$ cat src/rtl/sram_ext_dma.sv
// Burst DMA engine for the SRAM wrapper external port: word-burst writes from a stream,
// word-burst reads to a stream via a 2-entry buffer. Optional macro: SRAM_DMA_RANGE_CHECK_EN.
module sram_ext_dma #(
  parameter int unsigned DATA_W   = 32,
  parameter int unsigned ADDR_W   = 8,
  parameter int unsigned BYTE_OFF = 2,
  parameter int unsigned LEN_W    = 9
) (
  input  logic              i_clk,
  input  logic              i_arst_n,
  input  logic              i_cmd_valid,
  output logic              o_cmd_ready,
  input  logic              i_cmd_write,
  input  logic [63:0]       i_cmd_base,
  input  logic [LEN_W-1:0]  i_cmd_len,
  input  logic              i_wr_valid,
  output logic              o_wr_ready,
  input  logic [DATA_W-1:0] i_wr_data,
  output logic              o_rd_valid,
  input  logic              i_rd_ready,
  output logic [DATA_W-1:0] o_rd_data,
  output logic              o_rd_last,
  output logic              o_busy,
  output logic              o_done,
  output logic              o_err,
  output logic [63:0]       o_mem_addr_ext,
  output logic              o_mem_wen_ext,
  output logic              o_mem_ren_ext,
  output logic [DATA_W-1:0] o_mem_wdata_ext,
  input  logic [DATA_W-1:0] i_mem_rdata_ext
);

  typedef enum logic [1:0] {StIdle, StWrite, StRead, StDone} state_e;

  state_e            r_state, w_state_d;
  logic [63:0]       r_addr, w_addr_d, w_addr_inc;
  logic [LEN_W-1:0]  r_issue_left, w_issue_left_d;
  logic [LEN_W-1:0]  r_pop_left, w_pop_left_d;
  logic [DATA_W-1:0] r_fifo [2];
  logic              r_wptr, r_rptr, r_inflight;
  logic [1:0]        r_count;
  logic [2:0]        w_occ;
  logic              w_issue, w_pop, w_reject;
  logic              w_unused_base;

  assign w_unused_base = ^i_cmd_base[BYTE_OFF-1:0];

  // Only the word-index field advances; bits above it stay fixed so the burst wraps in place.
  always_comb begin
    w_addr_inc = r_addr;
    w_addr_inc[ADDR_W+BYTE_OFF-1:BYTE_OFF] = r_addr[ADDR_W+BYTE_OFF-1:BYTE_OFF] + ADDR_W'(1);
  end

`ifdef SRAM_DMA_RANGE_CHECK_EN
  localparam int unsigned SumW = ((ADDR_W > LEN_W) ? ADDR_W : LEN_W) + 1;
  logic [SumW-1:0] w_end;
  logic            r_err;
  assign w_end    = SumW'(i_cmd_base[ADDR_W+BYTE_OFF-1:BYTE_OFF]) + SumW'(i_cmd_len);
  assign w_reject = (r_state == StIdle) && i_cmd_valid && (w_end > (SumW'(1) << ADDR_W));
  assign o_err    = r_err;
  always_ff @(posedge i_clk or negedge i_arst_n) begin
    if (!i_arst_n) r_err <= 1'b0;
    else           r_err <= w_reject;
  end
`else
  assign w_reject = 1'b0;
  assign o_err    = 1'b0;
`endif

  always_comb begin
    w_state_d      = r_state;
    w_addr_d       = r_addr;
    w_issue_left_d = r_issue_left;
    w_pop_left_d   = r_pop_left;
    w_issue        = 1'b0;
    w_pop          = 1'b0;
    w_occ          = 3'(r_count) + 3'(r_inflight);
    o_cmd_ready    = 1'b0;
    o_wr_ready     = 1'b0;
    o_rd_valid     = 1'b0;
    o_mem_wen_ext  = 1'b0;
    o_mem_ren_ext  = 1'b0;
    o_busy         = 1'b0;
    o_done         = 1'b0;
    unique case (r_state)
      StIdle: begin
        o_cmd_ready = 1'b1;
        if (i_cmd_valid && !w_reject) begin
          w_addr_d       = {i_cmd_base[63:BYTE_OFF], {BYTE_OFF{1'b0}}};
          w_issue_left_d = i_cmd_len;
          w_pop_left_d   = i_cmd_len;
          if (i_cmd_len == '0) w_state_d = StDone;
          else                 w_state_d = i_cmd_write ? StWrite : StRead;
        end
      end
      StWrite: begin
        o_busy     = 1'b1;
        o_wr_ready = 1'b1;
        if (i_wr_valid) begin
          o_mem_wen_ext  = 1'b1;
          w_addr_d       = w_addr_inc;
          w_issue_left_d = r_issue_left - LEN_W'(1);
          if (r_issue_left == LEN_W'(1)) w_state_d = StDone;
        end
      end
      StRead: begin
        o_busy     = 1'b1;
        o_rd_valid = (r_count != 2'd0);
        w_pop      = o_rd_valid && i_rd_ready;
        // A pop this cycle frees a slot, which keeps back-to-back reads at one word per cycle.
        w_occ      = 3'(r_count) + 3'(r_inflight) - 3'(w_pop);
        if (w_pop) begin
          w_pop_left_d = r_pop_left - LEN_W'(1);
          if (r_pop_left == LEN_W'(1)) w_state_d = StDone;
        end
        if ((r_issue_left != '0) && (w_occ < 3'd2)) begin
          w_issue        = 1'b1;
          o_mem_ren_ext  = 1'b1;
          w_addr_d       = w_addr_inc;
          w_issue_left_d = r_issue_left - LEN_W'(1);
        end
      end
      StDone: begin
        o_done    = 1'b1;
        w_state_d = StIdle;
      end
      default: w_state_d = StIdle;
    endcase
  end

  assign o_mem_addr_ext  = r_addr;
  assign o_mem_wdata_ext = o_mem_wen_ext ? i_wr_data : '0;
  assign o_rd_data       = r_fifo[r_rptr];
  assign o_rd_last       = o_rd_valid && (r_pop_left == LEN_W'(1));

  always_ff @(posedge i_clk or negedge i_arst_n) begin
    if (!i_arst_n) begin
      r_state      <= StIdle;
      r_addr       <= '0;
      r_issue_left <= '0;
      r_pop_left   <= '0;
    end else begin
      r_state      <= w_state_d;
      r_addr       <= w_addr_d;
      r_issue_left <= w_issue_left_d;
      r_pop_left   <= w_pop_left_d;
    end
  end

  // Read data arrives the cycle after the request and is captured at the end of that cycle.
  always_ff @(posedge i_clk or negedge i_arst_n) begin
    if (!i_arst_n) begin
      r_fifo[0]  <= '0;
      r_fifo[1]  <= '0;
      r_wptr     <= 1'b0;
      r_rptr     <= 1'b0;
      r_count    <= 2'd0;
      r_inflight <= 1'b0;
    end else begin
      if (r_inflight) begin
        r_fifo[r_wptr] <= i_mem_rdata_ext;
        r_wptr         <= ~r_wptr;
      end
      if (w_pop) r_rptr <= ~r_rptr;
      r_count    <= r_count + {1'b0, r_inflight} - {1'b0, w_pop};
      r_inflight <= w_issue;
    end
  end

endmodule

$ cat config.mk
export PLATFORM = sky130hd
export DESIGN_NAME = sram_ext_dma
export DESIGN_NICKNAME = d
export VERILOG_FILES = /design/src/rtl/sram_ext_dma.sv
export SDC_FILE = /design/constraint.sdc
export NUM_CORES = 1
export LEC_CHECK = 0
export ABC_AREA = 1
export CAP_MARGIN = 5
export CORE_ASPECT_RATIO = 0.75
export CORE_UTILIZATION = 30
export DETAILED_ROUTE_END_ITERATION = 6
export PLACE_DENSITY = 0.55
export SYNTH_ARGS = -nofsm -noshare
export SYNTH_HDL_FRONTEND = slang
export SYNTH_SLANG_ARGS = --single-unit
$ cat constraint.sdc
create_clock -name i_clk -period 6.1 [get_ports i_clk]
set_input_delay 0.915 -clock i_clk [delete_from_list [all_inputs] [get_ports i_clk]]
set_output_delay 0.915 -clock i_clk [all_outputs]
set_load 0.05 [all_outputs]
==> flow_metrics.py <==
metrics = {
    "run_status": {
        "status": "finished, final reports clean",
    },
    "die": {
        "ioPinCount": 280,
        "core_area_um2": 24090,
        "rows": 49,
        "die_h_um": 138.2,
        "die_area_um2": 25370,
        "start_util_pct": 30.79,
        "die_w_um": 183.6,
    },
    "timing": {
        "max_freq_mhz": 221.1,
        "slew_violations": 0,
        "tns_ps": 0,
        "worstMarginPinSlew_ps": 1032,
        "period_share_pct": 74.15,
        "finClkSkew_ps": 9.034,
        "min_period_ps": 4523,
        "final-hold-violation-count": 0,
        "relSlewSlack_pct": 31.05,
        "final-setup-viol-count": 0,
        "rsz0062_at_grt": "false",
        "setup_slack_ps": 1577,
    },
    "cells_and_area": {
        "n_antenna_cell": 0,
        "syn2layout_area_growth_pct": 49.72,
        "multi_input_area_um2": 3058,
        "register_area_um2": 3779,
        "final_util_pct": 46.10,
        "drive_gt1_share_pct": 4.514,
        "fin_nets": 1317,
        "mostFrequentLayoutCells": "312 x nand2_1, 273 x clkdlybuf4s50_1, 151 x dfrtp_1",
        "final_cell_area_um2": 11110,
        "n_fill_cell": 2352,
        "layout_commonest_cell": "nand2_1",
    },
    "placed_design": {
        "place_ws_ps": 1523,
        "detailed_place.area_um2": 10450,
        "place.gp.congestion": 0.7781,
        "port_buffers": 274,
        "dp_hpwl_mm": 14.79,
    },
    "synth": {
        "synth_edf_count": 0,
        "yosysUniqueCellTypes": 38,
        "ys_seq_area_share_pct": 50.94,
        "syn_inst": 900,
        "syn_avg_cell_area_um2": 8.243,
        "yosys_warnings": 0,
        "syn_area_um2": 7418,
        "async_flop_share_pct": 100.0,
        "synthFlopType": "dfrtp_1",
        "synth-seq-cells": 151,
    },
    "cts": {
        "post_cts_resized": 0,
        "htree_num_levels": 4,
        "cts_tree": "built",
        "insertion_delay_ps": 430,
        "cts_buffers": 17,
        "numClockSinks": 151,
        "holdBufCountCts": 0,
        "cts_setup_buffers": 0,
        "root_buffer": "clkbuf_16",
        "clk_path_buf_depth": 2,
        "cts.reportedPaths.clkPinSlew_ps": 60,
    },
    "setup_path": {
        "crit_path_end_kind": "output pin",
        "rr_startpoint": "r_state[0]",
        "ff2ff_path_depth": 6,
        "cp_max_fo": 4,
        "r2r_end": "o_mem_addr_ext[20]",
        "r2r_slack_ps": 3340,
        "worst_setup_path_start_kind": "primary input",
        "required_ps": 5180,
        "arrival_ps": 3610,
        "critPathKind": "primary input to output pin",
    },
    "global_routing": {
        "grt_pass1_vias": 6371,
        "antenna_found_initial": 0,
        "overflow": 0,
        "grt_max_degree": 65,
        "grt_pass1_wl_mm": 34.11,
        "grt_usage_pct": 17.08,
    },
    "route": {
        "vias": 6526,
        "drt_iter0_drc": 356,
        "wl_mm": 20.78,
        "ant_nets": 0,
        "vias_per_cell": 4.336,
        "drc_errors": 0,
        "avgRoutedWirePerCell_um": 13.81,
        "dr.pass1.iters": 5,
    },
    "power": {
        "power.density_nw_per_um2": 648.2,
        "leakagePower_nw": 5.371,
        "vdd_drop_max_mv": 0.3438,
    },
    "job": {
        "maxCapViolations": 0,
    },
    "hold_path": {
        "hold_class": "primary input to asynchronous set/reset pin",
    },
}
## cell type report
| cell class | count | share of cell area [%] |
|---|---|---|
| sequential | 151 | 34.02 |
| multi-input combinational | 603 | 27.53 |
| timing repair buffer | 280 | 25.11 |
| clock buffer | 18 | 3.954 |
| tap | 331 | 3.729 |
| inverter | 108 | 3.650 |
| clock inverter | 14 | 2.005 |
## flip-flops by register name, summed over array words and instances, names as in the netlist
name,cells
r_pop_left,9
o_mem_addr_ext,62
r_rptr,1
r_fifo,64
r_issue_left,9
r_wptr,1
r_inflight,1
r_count,2
r_state,2
## Yosys cell counts (all sizes together), types with 3 or more instances
master / instances / area share, %
nand4: 3 / 0.25
o21ai: 88 / 6.0
mux2: 54 / 8.2
inv: 107 / 5.4
ha: 12 / 2.0
dfrtp: 151 / 51
o21bai: 5 / 0.51
nor2: 68 / 3.5
buf: 17 / 1.3
or2: 3 / 0.25
nand2: 315 / 16
a21oi: 4 / 0.32
clkbuf: 23 / 1.2
xor2: 4 / 0.47
nand3: 35 / 2.4
## worst max-delay path, stage by stage
cell and delay, ps:
clkdlybuf4s50_1 470, o21a_1 180, nand2_1 80, o21ai_0 70, nand2_1 90, fa_1 490, nand2_1 60, inv_2 60
nand2_1 40, nor2_1 140, o21ai_2 100, inv_1 80, clkdlybuf4s50_1 820
## metal layers
layer / global-route usage (%) / routed length [µm]
met1: 25.01 / 10370
met2: 25.44 / 9280
met3: 3.556 / 970
met4: 4.474 / 155
met5: 0 / 0
## worst max-delay path by stage
stage                           from       endpoint  slack, ps
after global routing      i_rd_ready  o_mem_ren_ext       1380
final                     i_rd_ready  o_mem_ren_ext       1580
after floorplan           i_rd_ready  o_mem_ren_ext       2820
after global placement    i_rd_ready  o_mem_ren_ext       1590
after CTS                 i_rd_ready  o_mem_ren_ext       1520
after detailed placement  i_rd_ready  o_mem_ren_ext       1520
## kinds of logic after synthesis
family | synth area share, %
adder cells (fa/ha/maj) | 2.294
other | 0.05055
flip-flops | 50.94
AND/OR/NAND/NOR | 22.77
AO/OA/AOI/OAI | 7.185
XOR/XNOR | 0.5903
multiplexers | 8.197
buffers and inverters | 7.978
## through the flow
stage	std cells	hold WS [ps]	total power [mW]
floorplan	902	441.9	4.702
CTS	1505	422.2	7.284
global placement	1473	456.3	6.032
finish	1505	419.6	7.200
global route	1505	443.9	7.692
detailed placement	1473	463.7	6.058
## power breakdown
part / switching [mW] / internal, mW / total (mW)
Sequential: 0.310 / 1.52 / 1.83
Clock: 0.442 / 0.742 / 1.18
Combinational: 2.80 / 1.39 / 4.18
Note: power is estimated with default switching activity, not from simulation.
